File: config.mk
export PLATFORM = sky130hd
export DESIGN_NAME = soustracteur_32bit_seq
export DESIGN_NICKNAME = d
export VERILOG_FILES = /design/src/rtl/soustracteur_32bit_seq_pkg.sv /design/src/rtl/soustracteur_32bit_seq_slice.sv /design/src/rtl/soustracteur_32bit_seq.sv
export SDC_FILE = /design/constraint.sdc
export NUM_CORES = 1
export LEC_CHECK = 0
export ABC_AREA = 0
export ABC_CLOCK_PERIOD_IN_PS = 3030
export CORE_ASPECT_RATIO = 1.5
export CORE_UTILIZATION = 46
export CTS_CLUSTER_DIAMETER = 50
export DETAILED_ROUTE_END_ITERATION = 12
export PLACE_DENSITY = 0.88
export SLEW_MARGIN = 10
export SYNTH_ARGS = -nofsm -noshare
export SYNTH_HDL_FRONTEND = slang
export SYNTH_SLANG_ARGS = --single-unit
File: constraint.sdc
create_clock -name clk -period 3.03 [get_ports clk]
set_clock_uncertainty 0.2 [all_clocks]
set_input_delay 0.606 -clock clk [delete_from_list [all_inputs] [get_ports clk]]
set_output_delay 0.606 -clock clk [all_outputs]
set_load 0.05 [all_outputs]
File: src/rtl/soustracteur_32bit_seq_pkg.sv
// Shared types for the multi-cycle subtractor: FSM state encodings
// (ST_IDLE / ST_CALC / ST_DONE) and a slice-count helper.
package soustracteur_32bit_seq_pkg;

  typedef enum logic [1:0] {
    ST_IDLE = 2'd0,
    ST_CALC = 2'd1,
    ST_DONE = 2'd2
  } state_e;

  // Width of a counter able to hold 0..n-1 (at least one bit).
  function automatic int idx_w(input int n);
    return (n > 1) ? $clog2(n) : 1;
  endfunction

endpackage

File: src/rtl/soustracteur_32bit_seq_slice.sv
// Combinational W-bit subtract slice: {s_o} = a_i - b_i - bin_i.
// Ports: a_i, b_i (W), bin_i borrow-in; s_o (W), bout_o borrow-out.
module soustracteur_slice #(
  parameter int W = 16
) (
  input  logic [W-1:0] a_i,
  input  logic [W-1:0] b_i,
  input  logic         bin_i,
  output logic [W-1:0] s_o,
  output logic         bout_o
);

  logic c;

  // a - b - bin == a + ~b + !bin; carry-out is the inverted borrow.
  assign {c, s_o} = {1'b0, a_i} + {1'b0, ~b_i}
                  + {{W{1'b0}}, ~bin_i};
  assign bout_o = ~c;

endmodule

File: src/rtl/soustracteur_32bit_seq.sv
// Multi-cycle WIDTH-bit subtractor s = a - b - bin, one SLICE per cycle.
// Ports: clk, rst (sync, active high); a, b, bin, in_valid -> in_ready;
// s, bout, out_valid <- out_ready; ovf only with SOUSTRACTEUR_OVF_EN.
module soustracteur_32bit_seq
  import soustracteur_32bit_seq_pkg::*;
#(
  parameter int WIDTH = 32,
  parameter int SLICE = 16
) (
  input  logic             clk,
  input  logic             rst,
  input  logic [WIDTH-1:0] a,
  input  logic [WIDTH-1:0] b,
  input  logic             bin,
  input  logic             in_valid,
  output logic             in_ready,
  output logic [WIDTH-1:0] s,
  output logic             bout,
  output logic             out_valid,
  input  logic             out_ready
`ifdef SOUSTRACTEUR_OVF_EN
  ,
  output logic             ovf
`endif
);

  localparam int NSLICE = WIDTH / SLICE;
  localparam int IW     = idx_w(NSLICE);

  if ((SLICE < 1) || ((WIDTH % SLICE) != 0)) begin : g_bad_cfg
    $error("WIDTH must be a multiple of SLICE");
  end

  state_e state_q, state_d;
  logic [IW-1:0] idx_q, idx_d;
  logic [NSLICE-1:0][SLICE-1:0] a_q, a_d;
  logic [NSLICE-1:0][SLICE-1:0] b_q, b_d;
  logic [NSLICE-1:0][SLICE-1:0] s_q, s_d;
  logic brw_q, brw_d;
  logic bout_q, bout_d;

  logic [SLICE-1:0] sl_s;
  logic             sl_bout;
  logic             last;

  soustracteur_slice #(
    .W (SLICE)
  ) u_slice (
    .a_i    (a_q[idx_q]),
    .b_i    (b_q[idx_q]),
    .bin_i  (brw_q),
    .s_o    (sl_s),
    .bout_o (sl_bout)
  );

  assign last = (idx_q == IW'(NSLICE - 1));

`ifdef SOUSTRACTEUR_OVF_EN
  logic ovf_q, ovf_d;
  // Overflow only when operand signs differ and the result sign
  // departs from the minuend; the result MSB lives in the last slice.
  logic ovf_now;
  assign ovf_now = (a_q[NSLICE-1][SLICE-1] != b_q[NSLICE-1][SLICE-1])
                && (sl_s[SLICE-1] != a_q[NSLICE-1][SLICE-1]);
`endif

  always_comb begin
    state_d = state_q;
    idx_d   = idx_q;
    a_d     = a_q;
    b_d     = b_q;
    s_d     = s_q;
    brw_d   = brw_q;
    bout_d  = bout_q;
`ifdef SOUSTRACTEUR_OVF_EN
    ovf_d   = ovf_q;
`endif
    case (state_q)
      ST_IDLE: begin
        if (in_valid) begin
          a_d     = a;
          b_d     = b;
          brw_d   = bin;
          idx_d   = '0;
          state_d = ST_CALC;
        end
      end
      ST_CALC: begin
        s_d[idx_q] = sl_s;
        brw_d      = sl_bout;
        idx_d      = idx_q + IW'(1);
        if (last) begin
          idx_d   = '0;
          bout_d  = sl_bout;
          state_d = ST_DONE;
`ifdef SOUSTRACTEUR_OVF_EN
          ovf_d   = ovf_now;
`endif
        end
      end
      ST_DONE: begin
        if (out_ready) state_d = ST_IDLE;
      end
      default: state_d = ST_IDLE;
    endcase
  end

  always_ff @(posedge clk) begin
    if (rst) begin
      state_q <= ST_IDLE;
      idx_q   <= '0;
      a_q     <= '0;
      b_q     <= '0;
      s_q     <= '0;
      brw_q   <= 1'b0;
      bout_q  <= 1'b0;
    end else begin
      state_q <= state_d;
      idx_q   <= idx_d;
      a_q     <= a_d;
      b_q     <= b_d;
      s_q     <= s_d;
      brw_q   <= brw_d;
      bout_q  <= bout_d;
    end
  end

`ifdef SOUSTRACTEUR_OVF_EN
  always_ff @(posedge clk) begin
    if (rst) ovf_q <= 1'b0;
    else     ovf_q <= ovf_d;
  end
  assign ovf = ovf_q;
`endif

  assign in_ready  = (state_q == ST_IDLE);
  assign out_valid = (state_q == ST_DONE);
  assign s         = s_q;
  assign bout      = bout_q;

endmodule

==> results.json <==
{
  "synth_cells": 595,
  "rows": 45,
  "synth_flop_cell": "dfxtp_1",
  "multiInputGateArea_um2": 2630,
  "antenna_found_initial": 0,
  "worst_pin_slew_ns": 0.674,
  "syn-num-nets": 681,
  "max_freq_mhz": 335,
  "syn-cell-area_um2": 4820,
  "fin_tns_setup_ns": 0,
  "synth_seq_area_share_pct": 42.0,
  "clock_sink_count": 101,
  "area_growth_pct": 34.4,
  "final_antenna_net_count": 0,
  "postSynthAreaPerCell_um2": 8.10,
  "drt_iter0_drc": 244,
  "routedWlPerCell_um": 15.0,
  "synth_area_leaders": "dfxtp_1 (42%), nand2_1 (14%), a21oi_1 (9.4%), ha_1 (3.9%), mux2_2 (3.7%)",
  "maxCapViolCount": 0,
  "cp.arrival_ns": 3.05,
  "vias": 4527,
  "start_util_pct": 47.6,
  "die_y_um": 127,
  "cts_tree": "yes",
  "outcome": "finished, final reports clean",
  "grt_pass1_wl_um": 20500,
  "finalSetupViolations": 0,
  "ctsHoldBuffers": 0,
  "yosys_warnings": 0,
  "synth.top_cell.area_share_pct": 42.0,
  "grt_max_degree": 66,
  "fillerInstances": 865,
  "die_x_um": 85.6,
  "drive_gt1_share_pct": 13.0,
  "utilization_pct": 63.9,
  "start_kind": "flop",
  "drt-total-wl_um": 12500,
  "first_global_vias": 4462,
  "via_per_inst": 5.44,
  "diodes": 0,
  "core-area_um2": 10100,
  "fin_nets": 796,
  "insertion_delay_ns": 0.35,
  "firstDrtPassIters": 5,
  "finalWeightedCongestion": 0.934,
  "leakage_nw": 2.51,
  "io_pins": 104,
  "peakVddDrop_uv": 349,
  "seq_area_um2": 2020,
  "ys_ff_latch": 101,
  "worst-setup-path-type": "flop to flop",
  "htree_levels": 3,
  "hold_viol": 0,
  "grtUsageTotal_pct": 23.5,
  "min_period_ns": 2.98,
  "route.detailed.drc": 0,
  "io_buffer_count": 103,
  "ys_types": 57,
  "cp-end-kind": "flop",
  "final_max_slew_viol_count": 0,
  "die_area_um2": 10900,
  "synth_edf_count": 0,
  "required_ns": 3.09,
  "max-slew-margin-rel_pct": 55.0,
  "fin_crit_sh_pct": 98.5,
  "p_per_area_nw_per_um2": 602,
  "cts.path.max_buffers": 2,
  "grt_overflow": 0,
  "numCtsBuffers": 9,
  "dp_hpwl_um": 9560,
  "hold_ws_ns": 0.255,
  "hp-class": "flop to flop",
  "root_buffer": "clkbuf_16",
  "yosysTopAreaCell": "dfxtp_1",
  "ys_async_sr_fraction_pct": 0,
  "cts_setup_buffers": 0,
  "critical_path.max_fanout": 5,
  "clkTransAtPathRegs_ns": 0.07
}
## worst paths after layout
check	start	to	slack, ns	depth (start not counted)
max	idx_q	s[8]	0.05	8
min	b_q[9]	b_q[9]	0.25	2
min reg2reg	b_q[9]	b_q[9]	0.25	2
max reg2reg	idx_q	s[8]	0.05	8
## per-stage QoR
step	instance area, µm²	cells	setup slack [ns]	total power, mW
after floorplan	4830	595	0.0173	2.27
after detailed placement	6160	816	-0.00692	2.73
final	6480	832	0.0461	3.90
after global routing	6480	832	-0.00368	4.07
after CTS	6470	832	0.0443	3.90
after global placement	6160	816	0.101	2.70
## sequential cells by signal, summed over array words and instances (netlist names)
name and flops:
a_q 32, brw_q 1, bout 1, state_q 2
idx_q 1, s 32, b_q 32
## power breakdown
group | switching (mW) | internal, mW | leakage (nW)
Sequential | 0.0553 | 1.43 | 0.827
Combinational | 0.697 | 0.537 | 1.53
Clock | 0.500 | 0.685 | 0.152
Total | 1.25 | 2.65 | 2.51
## per-layer routing
metal  global-route usage, %  up-vias  wire, µm
met5                       0        -         0
met4                    11.1        0       452
met3                    3.49       28       393
met2                    42.0      122      6440
met1                    27.4     2099      5220
li1                        -     2278         -
## synth_stat cells (all sizes together), types with 3 or more instances
cell    number
o41ai        3
a211oi       5
and2         5
and3         3
o21bai       3
mux2i       16
nand3       20
a21oi       92
xnor2        4
nor2        17
a21boi       3
inv          6
nor2b        3
ha          15
o31ai        4
nor3         5
a21o         5
mux2        16
nand4        4
o211ai       4
dfxtp      101
clkbuf      19
o21ai       16
buf         20
nand2      174
o21a         3
## area by class of cell
cell class | instances | area share (%)
tap | 117 | 2.26
sequential | 101 | 31.2
timing repair buffer | 143 | 20.9
multi-input combinational | 449 | 40.5
clock inverter | 5 | 0.869
inverter | 6 | 0.348
clock buffer | 11 | 3.90
## placed cells by master (no fill, tap or decap), types with 3 or more instances in the layout
cell type | Yosys | layout
o31ai_1 | 4 | 4
and2_1 | 5 | 4
dfxtp_1 | 101 | 101
o21a_1 | 3 | 3
o21bai_1 | 3 | 3
nor2_1 | 17 | 17
nand2_1 | 174 | 173
clkdlybuf4s50_1 | 0 | 102
ha_1 | 15 | 15
clkbuf_16 | 0 | 9
nor3_1 | 4 | 4
o21ai_0 | 11 | 10
mux2_2 | 16 | 16
a21o_1 | 5 | 5
a21oi_1 | 91 | 90
mux2i_1 | 16 | 16
xnor2_1 | 3 | 3
o21ai_1 | 5 | 6
a211oi_1 | 4 | 4
buf_4 | 0 | 38
inv_1 | 6 | 6
nor2b_1 | 3 | 3
o211ai_1 | 4 | 4
nand3_1 | 20 | 20
nand4_1 | 4 | 4
and3_1 | 3 | 3
## repair_timing
action / in CTS / in global routing
resized for setup: 0 / 3
pin swaps: 1 / 0
endpoints found under the setup margin: 1 / 7
## critical path: stages (launching register included)
cell and delay, ns:
dfxtp_1 0.37, mux2_2 0.38, fa_1 0.43, fa_2 0.38, a21o_1 0.18, a311o_2 0.39
a21bo_2 0.25, xnor2_2 0.14, o31ai_1 0.18
## cells by family after synthesis
family                     count (synthesis)  share of synthesized area, %
muxes                                     32                          7.06
AOI/OAI and AO/OA                        155                          20.6
and+or+nand+nor                          240                          20.9
DFF                                      101                          42.0
xor gates and xnor gates                   5                          1.06
adders and majority gates                 17                          4.72
buffers and inverters                     45                          3.76
Note: power is estimated with default switching activity, not from simulation.
